$ cat src/rtl/mult_writer_pkg.sv
// mult_writer_pkg
// Shared constants for the multiply/writeback unit and its register file:
// writeback mode codes, FSM state encoding and the shift-add iteration count.
// Optional feature macro used by mult_writer: MULT_WRITER_SIGNED_EN.
package mult_writer_pkg;

    localparam int ITER_COUNT = 32;
    localparam int CNT_W      = 6;

    localparam logic [1:0] MUL_NONE = 2'd0;
    localparam logic [1:0] MUL_LOAD = 2'd1;
    localparam logic [1:0] MUL_ACC  = 2'd2;

    typedef enum logic [1:0] {
        ST_IDLE = 2'd0,
        ST_RUN  = 2'd1,
        ST_WB   = 2'd2
    } state_t;

    // Two's-complement magnitude of a 32-bit value. 0x80000000 maps to
    // itself, which is the correct unsigned magnitude.
    function automatic logic [31:0] abs32(input logic [31:0] v);
        return v[31] ? (~v + 32'd1) : v;
    endfunction

endpackage

$ cat src/rtl/mult_writer.sv
// mult_writer
// Sequential 32x32 radix-2 shift-add multiplier that hands a 64-bit product
// to the register file as a one-cycle writeback pulse (load or accumulate).
// Fixed latency: write_enable rises on the 33rd edge after the accepting edge.
//
// Ports:
//   clk, rst                  clock, asynchronous active-high reset
//   start, acc, is_signed     request, accumulate mode, signed operands
//   op_a, op_b                32-bit operands (sampled with start)
//   busy                      operation in flight (through the writeback cycle)
//   write_enable, mul         writeback pulse and mode (MUL_NONE/LOAD/ACC)
//   write_data_1/2            product low / high word, held between pulses
//
// Macro MULT_WRITER_SIGNED_EN: when defined, is_signed=1 multiplies operand
// magnitudes and negates the result if signs differ. Undefined: unsigned only.
module mult_writer
    import mult_writer_pkg::*;
(
    input  logic        clk,
    input  logic        rst,
    input  logic        start,
    input  logic        acc,
    input  logic        is_signed,
    input  logic [31:0] op_a,
    input  logic [31:0] op_b,
    output logic        busy,
    output logic        write_enable,
    output logic [1:0]  mul,
    output logic [31:0] write_data_1,
    output logic [31:0] write_data_2
);

    state_t             r_state;
    state_t             w_next;
    logic [CNT_W-1:0]   r_cnt;
    logic [63:0]        r_mcand;
    logic [31:0]        r_mplier;
    logic [63:0]        r_prod;
    logic               r_acc;
    logic               r_busy;
    logic               r_we;
    logic [1:0]         r_mul;
    logic [31:0]        r_wd1;
    logic [31:0]        r_wd2;

    logic               w_accept;
    logic               w_last;
    logic [31:0]        w_a_mag;
    logic [31:0]        w_b_mag;
    logic [63:0]        w_result;

`ifdef MULT_WRITER_SIGNED_EN
    logic               r_neg;
    logic               w_neg;

    always_comb begin
        w_a_mag  = (is_signed && op_a[31]) ? abs32(op_a) : op_a;
        w_b_mag  = (is_signed && op_b[31]) ? abs32(op_b) : op_b;
        w_neg    = is_signed && (op_a[31] ^ op_b[31]);
        w_result = r_neg ? (~r_prod + 64'd1) : r_prod;
    end
`else
    always_comb begin
        w_a_mag  = op_a;
        w_b_mag  = op_b;
        w_result = r_prod;
    end
`endif

    // busy also covers the cycle the pulse is on the outputs, so a start
    // presented as WB drops back to IDLE is not taken.
    assign w_accept = (r_state == ST_IDLE) && start && !r_busy;
    assign w_last   = (r_cnt == CNT_W'(ITER_COUNT - 1));

    always_ff @(posedge clk or posedge rst) begin
        if (rst) r_state <= ST_IDLE;
        else     r_state <= w_next;
    end

    always_comb begin
        w_next = r_state;
        case (r_state)
            ST_IDLE: if (w_accept) w_next = ST_RUN;
            ST_RUN:  if (w_last)   w_next = ST_WB;
            ST_WB:                 w_next = ST_IDLE;
            default:               w_next = ST_IDLE;
        endcase
    end

    // Shift-add datapath: one multiplier bit per RUN cycle, no early-out.
    always_ff @(posedge clk or posedge rst) begin
        if (rst) begin
            r_mcand  <= '0;
            r_mplier <= '0;
            r_prod   <= '0;
            r_cnt    <= '0;
            r_acc    <= 1'b0;
`ifdef MULT_WRITER_SIGNED_EN
            r_neg    <= 1'b0;
`endif
        end else if (w_accept) begin
            r_mcand  <= {32'd0, w_a_mag};
            r_mplier <= w_b_mag;
            r_prod   <= '0;
            r_cnt    <= '0;
            r_acc    <= acc;
`ifdef MULT_WRITER_SIGNED_EN
            r_neg    <= w_neg;
`endif
        end else if (r_state == ST_RUN) begin
            if (r_mplier[0]) r_prod <= r_prod + r_mcand;
            r_mcand  <= r_mcand << 1;
            r_mplier <= r_mplier >> 1;
            r_cnt    <= r_cnt + CNT_W'(1);
        end
    end

    // Registered outputs: the pulse is launched from the WB state, which puts
    // it on the 33rd edge after acceptance.
    always_ff @(posedge clk or posedge rst) begin
        if (rst) begin
            r_busy <= 1'b0;
            r_we   <= 1'b0;
            r_mul  <= MUL_NONE;
            r_wd1  <= '0;
            r_wd2  <= '0;
        end else begin
            r_busy <= (w_next != ST_IDLE) || (r_state == ST_WB);
            r_we   <= (r_state == ST_WB);
            r_mul  <= (r_state == ST_WB) ? (r_acc ? MUL_ACC : MUL_LOAD) : MUL_NONE;
            if (r_state == ST_WB) begin
                r_wd1 <= w_result[31:0];
                r_wd2 <= w_result[63:32];
            end
        end
    end

    assign busy         = r_busy;
    assign write_enable = r_we;
    assign mul          = r_mul;
    assign write_data_1 = r_wd1;
    assign write_data_2 = r_wd2;

endmodule

$ cat config.mk
export PLATFORM = sky130hd
export DESIGN_NAME = mult_writer
export DESIGN_NICKNAME = d
export VERILOG_FILES = /design/src/rtl/mult_writer_pkg.sv /design/src/rtl/mult_writer.sv
export SDC_FILE = /design/constraint.sdc
export NUM_CORES = 1
export LEC_CHECK = 0
export CORE_MARGIN = 2
export CORE_UTILIZATION = 37
export CTS_CLUSTER_SIZE = 8
export DETAILED_ROUTE_END_ITERATION = 7
export PLACE_DENSITY_LB_ADDON = 0.3
export SKIP_CTS_REPAIR_TIMING = 1
export SLEW_MARGIN = 40
export SYNTH_ARGS = -nofsm -noshare
export SYNTH_HDL_FRONTEND = slang
export SYNTH_SLANG_ARGS = --single-unit
$ cat constraint.sdc
create_clock -name clk -period 9.7 [get_ports clk]
set_input_delay 0.97 -clock clk [delete_from_list [all_inputs] [get_ports clk]]
set_output_delay 0.97 -clock clk [all_outputs]
set_load 0.05 [all_outputs]
# ---- Word-level counts from Yosys, hierarchy flattened
# Index checks and enable logic that the tools add are counted.
# W data, S select, Z words.
dict set report word_totals {
  output_inout_bits 68
  reg_bits 237
  in_bits 69
  wordCells 39
}
dict set report op_classes {
  n_reduce_logical 9
  n_mux 14
  n_eq_ne 3
  addsub 2
}
# op count
set ops {}
lappend ops {{$mux W64} 5}
lappend ops {{$add A64 B64 Y64} 1}
lappend ops {{$mux W32} 2}
lappend ops {{$mux W6} 2}
lappend ops {{$mux W2} 4}
lappend ops {{$add A6 B1 Y6 const B} 1}
lappend ops {{$eq A6 B5 Y1 const B} 1}
lappend ops {{$reduce_bool A2 Y1} 3}
lappend ops {{$pmux W2 S2} 1}
lappend ops {{$eq A2 B1 Y1 const B} 1}
lappend ops {{$eq A2 B2 Y1 const B} 1}
lappend ops {{$logic_and A1 B1 Y1} 2}
lappend ops {{$logic_not A2 Y1} 1}
lappend ops {{$reduce_and A2 Y1} 1}
lappend ops {{$logic_not A1 Y1} 1}
lappend ops {{$logic_or A1 B1 Y1} 1}

# ---- Longest topological paths before layout
dict set report logic_depth {
  word_depth 7
  depth_mapped 12
  mapped_depth_nobuf 12
}

# ---- Least setup slack after synthesis
# No wires, ideal clock.
dict set report synth_timing {
  kind {register to register}
  startpoint {register r_mcand[10]}
  endpoint {register r_prod[57]}
  stages_incl_launch_ff 13
  setup_time_ns 0.122
  t_arrival_ns 2.981
  path_buffers 1
  setup_slack_ns 6.598
  cell_sequence {dfrtp_1 -> ha_1 -> buf_6 -> and2_4 -> a221o_1 -> o2111ai_2 -> nand2_2 -> a211oi_2 -> o31ai_1 -> o21a_1 -> o2111a_1 -> or4_1 -> a32o_1}
}
dict set report synth_via {
  elab_chain_len 4
}
# element line
set synth_lines {}
lappend synth_lines {{from (decl)} mult_writer.sv:36} ;# logic [63:0] r_mcand;
lappend synth_lines {{from (signal assigned)} mult_writer.sv:102} ;# r_mcand <= {32'd0, w_a_mag};
lappend synth_lines {{from (signal assigned)} mult_writer.sv:112} ;# r_mcand <= r_mcand << 1;
lappend synth_lines {{$add A64 B64 Y64} mult_writer.sv:111} ;# if (r_mplier[0]) r_prod <= r_prod + r_mcand;
lappend synth_lines {{$mux W64} mult_writer.sv:111}
lappend synth_lines {{$mux W64} mult_writer.sv:110} ;# end else if (r_state == ST_RUN) begin
lappend synth_lines {{$mux W64} mult_writer.sv:101} ;# end else if (w_accept) begin
lappend synth_lines {{to (signal assigned)} mult_writer.sv:111}
lappend synth_lines {{to (decl)} mult_writer.sv:38} ;# logic [63:0] r_prod;
# Every way passes these cells. The select of a mux whose other input is x is not followed.
# A chain may end at the register's enable or synchronous reset.

# ---- Final worst setup path
dict set report layout_timing {
  startpoint {input start}
  endpoint {register r_prod[61]}
}
dict set report layout_via {
  elab_chain_len 4
  word_cells_on_any_way 6
  classes_between {mux (1); reduce/logical (5)}
}
# element line
set layout_lines {}
lappend layout_lines {{from (decl)} mult_writer.sv:21} ;# input logic start,
lappend layout_lines {{$logic_and A1 B1 Y1 (*) (2 in a row)} mult_writer.sv:72} ;# assign w_accept = (r_state == ST_IDLE) && start && !r_busy;
lappend layout_lines {{$reduce_bool A2 Y1 (no line)} n/a}
lappend layout_lines {{$reduce_and A2 Y1 (no line)} n/a}
# Every way passes the cells marked *; elsewhere a longest branch is shown, timed or not.

==> flow_summary_export.csv <==
group,metric,value,unit
status,status,"completed",
worst_hold_path,hp-class,"register to register",
yosys,synth_ff_type,"dfrtp_1",
final_layout,final_cells,2074,
worst_hold_path,min-delay-start,"r_acc$_DFFE_PP0P_",
global_routing,gr-total-overflow,0,
setup_path,required,10.09,ns
pwr,power.density,346,nW/um^2
setup_path,crit_path_cell_trace,"clkdlybuf4s50_1 -> nor4b_2 -> buf_4 -> nor2_4 -> buf_4 -> a22oi_1 -> o31a_1 -> o21ai_0",
yosys,yosysUniqueCellTypes,68,
routing,vias,11100,
timing,worst_slack,6.07,ns
yosys,synthTopCellsByCount,"nand2_1, dfrtp_1, a21oi_1, o21ai_0, clkbuf_1",
final_layout,fin_area,15600,sq um
clock_tree,cts_buffers,35,
setup_path,critical_path_class,"input port to register",
routing,dr.pass1.iters,5,
die,die_x,191,um
die,die-area,36400,sq um
pwr,ir_worst_vdd,0.000130,V
setup_path,crit_top_cell,"buf_4",
global_routing,met1_usage,0.264,
timing,finalClockSkew,0.0180,ns
placed_design,dpl-instance-area,14600,sq um
setup_path,r2r_end,"r_prod[57]$_DFFE_PP0P_",
global_routing,grt_use_met3,0.0484,
final_layout,multiInputGateArea,6590,sq um
timing,drv_slew,0,
setup_path,cp-end-kind,"register",
clock_tree,clock_latency,0.51,ns
final_layout,nets,1751,
timing,fin_crit_sh,0.375,
routing,via_per_inst,5.34,
job,cap_violations,0,
die,start_util,0.375,
timing,timing.final.setup_violations,0,
yosys,ys_ff_latch,237,
worst_hold_path,hold_end,"mul[0]$_DFF_PP0_",
die,io_pins,137,
setup_path,crit_path_max_fanout,67,
clock_tree,cts_tree,"done",
timing,hold_viol_final,0,
setup_path,slowest_delay,0.73,ns
clock_tree,root_buffer,"clkbuf_16",
timing,worst_pin_slew,0.865,ns
routing,drc,0,
timing,fmax,275,MHz
placed_design,hpwl,22.9,mm
setup_path,reg2reg_depth,11,
clock_tree,path_clk_slew,0.06,ns
timing,slew-limit-headroom,0.423,
timing,fin_setup_tns,0,ns
final_layout,area_delta_synth_final,20.6,%
global_routing,top_usage_layer,"met2",
setup_path,cp.arrival,4.02,ns
yosys,syn_nets,1657,
setup_path,cp_top_family,"buffers and inverters",
timing,post-route-min-period,3.63,ns
routing,wl,33.8,mm
die,die_h,191,um
yosys,synth.largest_area_cell,"dfrtp_1",
global_routing,grt_usage,0.192,
placed_design,pre_cts_slack,5.51,ns
die,core-area,34500,sq um
setup_path,rr_startpoint,"r_mcand[10]$_DFFE_PP0P_",
yosys,synth_edf_count,0,
global_routing,grt_antenna_before_repair,1,
setup_path,critPathSlowestCell,"buf_4",
setup_path,critPathLaunchType,"input port",
yosys,yosys_warnings,0,
die,rows,68,
placed_design,dp.cells,2035,
setup_path,reg2reg_slack,6.12,ns
routing,wl_per_cell,16.3,um
final_layout,drive_gt1_frac,0.0451,
yosys,seq_area_frac_synth,0.460,
final_layout,seqCellArea,5930,sq um
yosys,syn_inst,1523,
clock_tree,clock_sinks,237,
yosys,synth_area_leaders,"dfrtp_1, nand2_1, ha_1",
pwr,p_leak,7.35,nW
yosys,synthesis.area,12900,sq um
worst_hold_path,holdPathStages,1,
yosys,synth_top_area_share,0.460,
yosys,synth_most_common_cell,"nand2_1",
final_layout,antennaDiodeCount,0,
final_layout,fillers,3376,
yosys,async_flop_share,1.00,
routing,ant_nets,0,
clock_tree,cts_buffer_depth,3,
setup_path,worstSetupStartpoint,"start",
yosys,syn_avg_cell_area,8.47,sq um
timing,rsz0062_at_grt,"false",
setup_path,path_buf_inv,3,
global_routing,grt_pass1_wl,57.6,mm
placed_design,port_buffers,135,
pwr,p_total,0.00538,W
global_routing,use_met2,0.302,
global_routing,first_global_vias,11300,
clock_tree,cts_max_level,2,
routing,drt_iter0_markers,702,
global_routing,grt_max_degree,110,
placed_design,gp_congestion,0.856,
[through the flow]
| stage | hold slack [ns] | util |
|---|---|---|
| detailed placement | 0.424 | 0.424 |
| floorplan | 0.403 | - |
| global route | 0.442 | 0.452 |
| finish | 0.427 | 0.452 |
| CTS | 0.432 | 0.451 |
| global placement | 0.412 | 0.424 |
[cell families after synthesis]
group,count (synthesis),share of synthesized area
and+or+nand+nor,671,0.215
AOI/OAI and AO/OA,379,0.187
DFF,237,0.460
buffers and inverters,110,0.0329
adders and majority gates,65,0.0636
xor gates and xnor gates,59,0.0400
muxes,2,0.00155
[power by group]
part / internal (W) / switching, W / total, W
clock: 0.000673 / 0.000418 / 0.00109
combinational: 0.000961 / 0.00165 / 0.00261
sequential: 0.00138 / 0.000304 / 0.00168
total: 0.00301 / 0.00237 / 0.00538
[worst max path at each step]
stage | endpoint | depth (start not counted)
final | r_prod[61]$_DFFE_PP0P_ | 8
after CTS | r_prod[61]$_DFFE_PP0P_ | 8
after global routing | r_prod[61]$_DFFE_PP0P_ | 8
after detailed placement | r_prod[61]$_DFFE_PP0P_ | 8
after floorplan | busy$_DFF_PP0_ | 1
after global placement | r_prod[61]$_DFFE_PP0P_ | 8
[layer usage]
metal	vias up	part of all wire	wire length (um)
met5	-	0	0
met4	0	0.021	706
met3	59	0.062	2100
met2	240	0.44	14900
met1	5325	0.48	16100
li1	5443	-	-
[cell usage in the layout (no fill, tap or decap), types with 4 or more instances in the layout]
cell type,count
nand2b_1,5
nand4_1,22
nor2b_1,5
nand2_1,493
o211ai_1,4
o21a_1,10
nor4_1,4
a21oi_1,102
o21bai_1,17
clkbuf_16,37
and3_1,11
clkdlybuf4s50_1,135
o21ai_0,85
nor2_1,72
inv_1,19
dfrtp_1,237
a22oi_1,32
o21ai_1,8
o31ai_1,7
nand3_1,20
nor3_1,8
o311ai_1,4
and2_1,6
ha_1,64
buf_4,8
xor2_1,26
xnor2_1,33
a31oi_1,40
a211oi_1,8
a22o_1,5
a21o_1,25
[layout make-up]
class / instances / area share
Timing Repair Buffer: 146 / 0.0928
Clock buffer: 39 / 0.0606
Tap cell: 455 / 0.0366
Sequential cell: 237 / 0.381
Inverter: 21 / 0.00587
Multi-Input combinational cell: 1176 / 0.423
[state kept, by name (all words and copies together) (netlist names), 2 cells and up]
name          count
mul               2
r_cnt             6
r_mcand          64
r_mplier         32
r_prod           64
r_state           2
write_data_1     32
write_data_2     32
No activity file was read; power rests on OpenSTA's default activity.
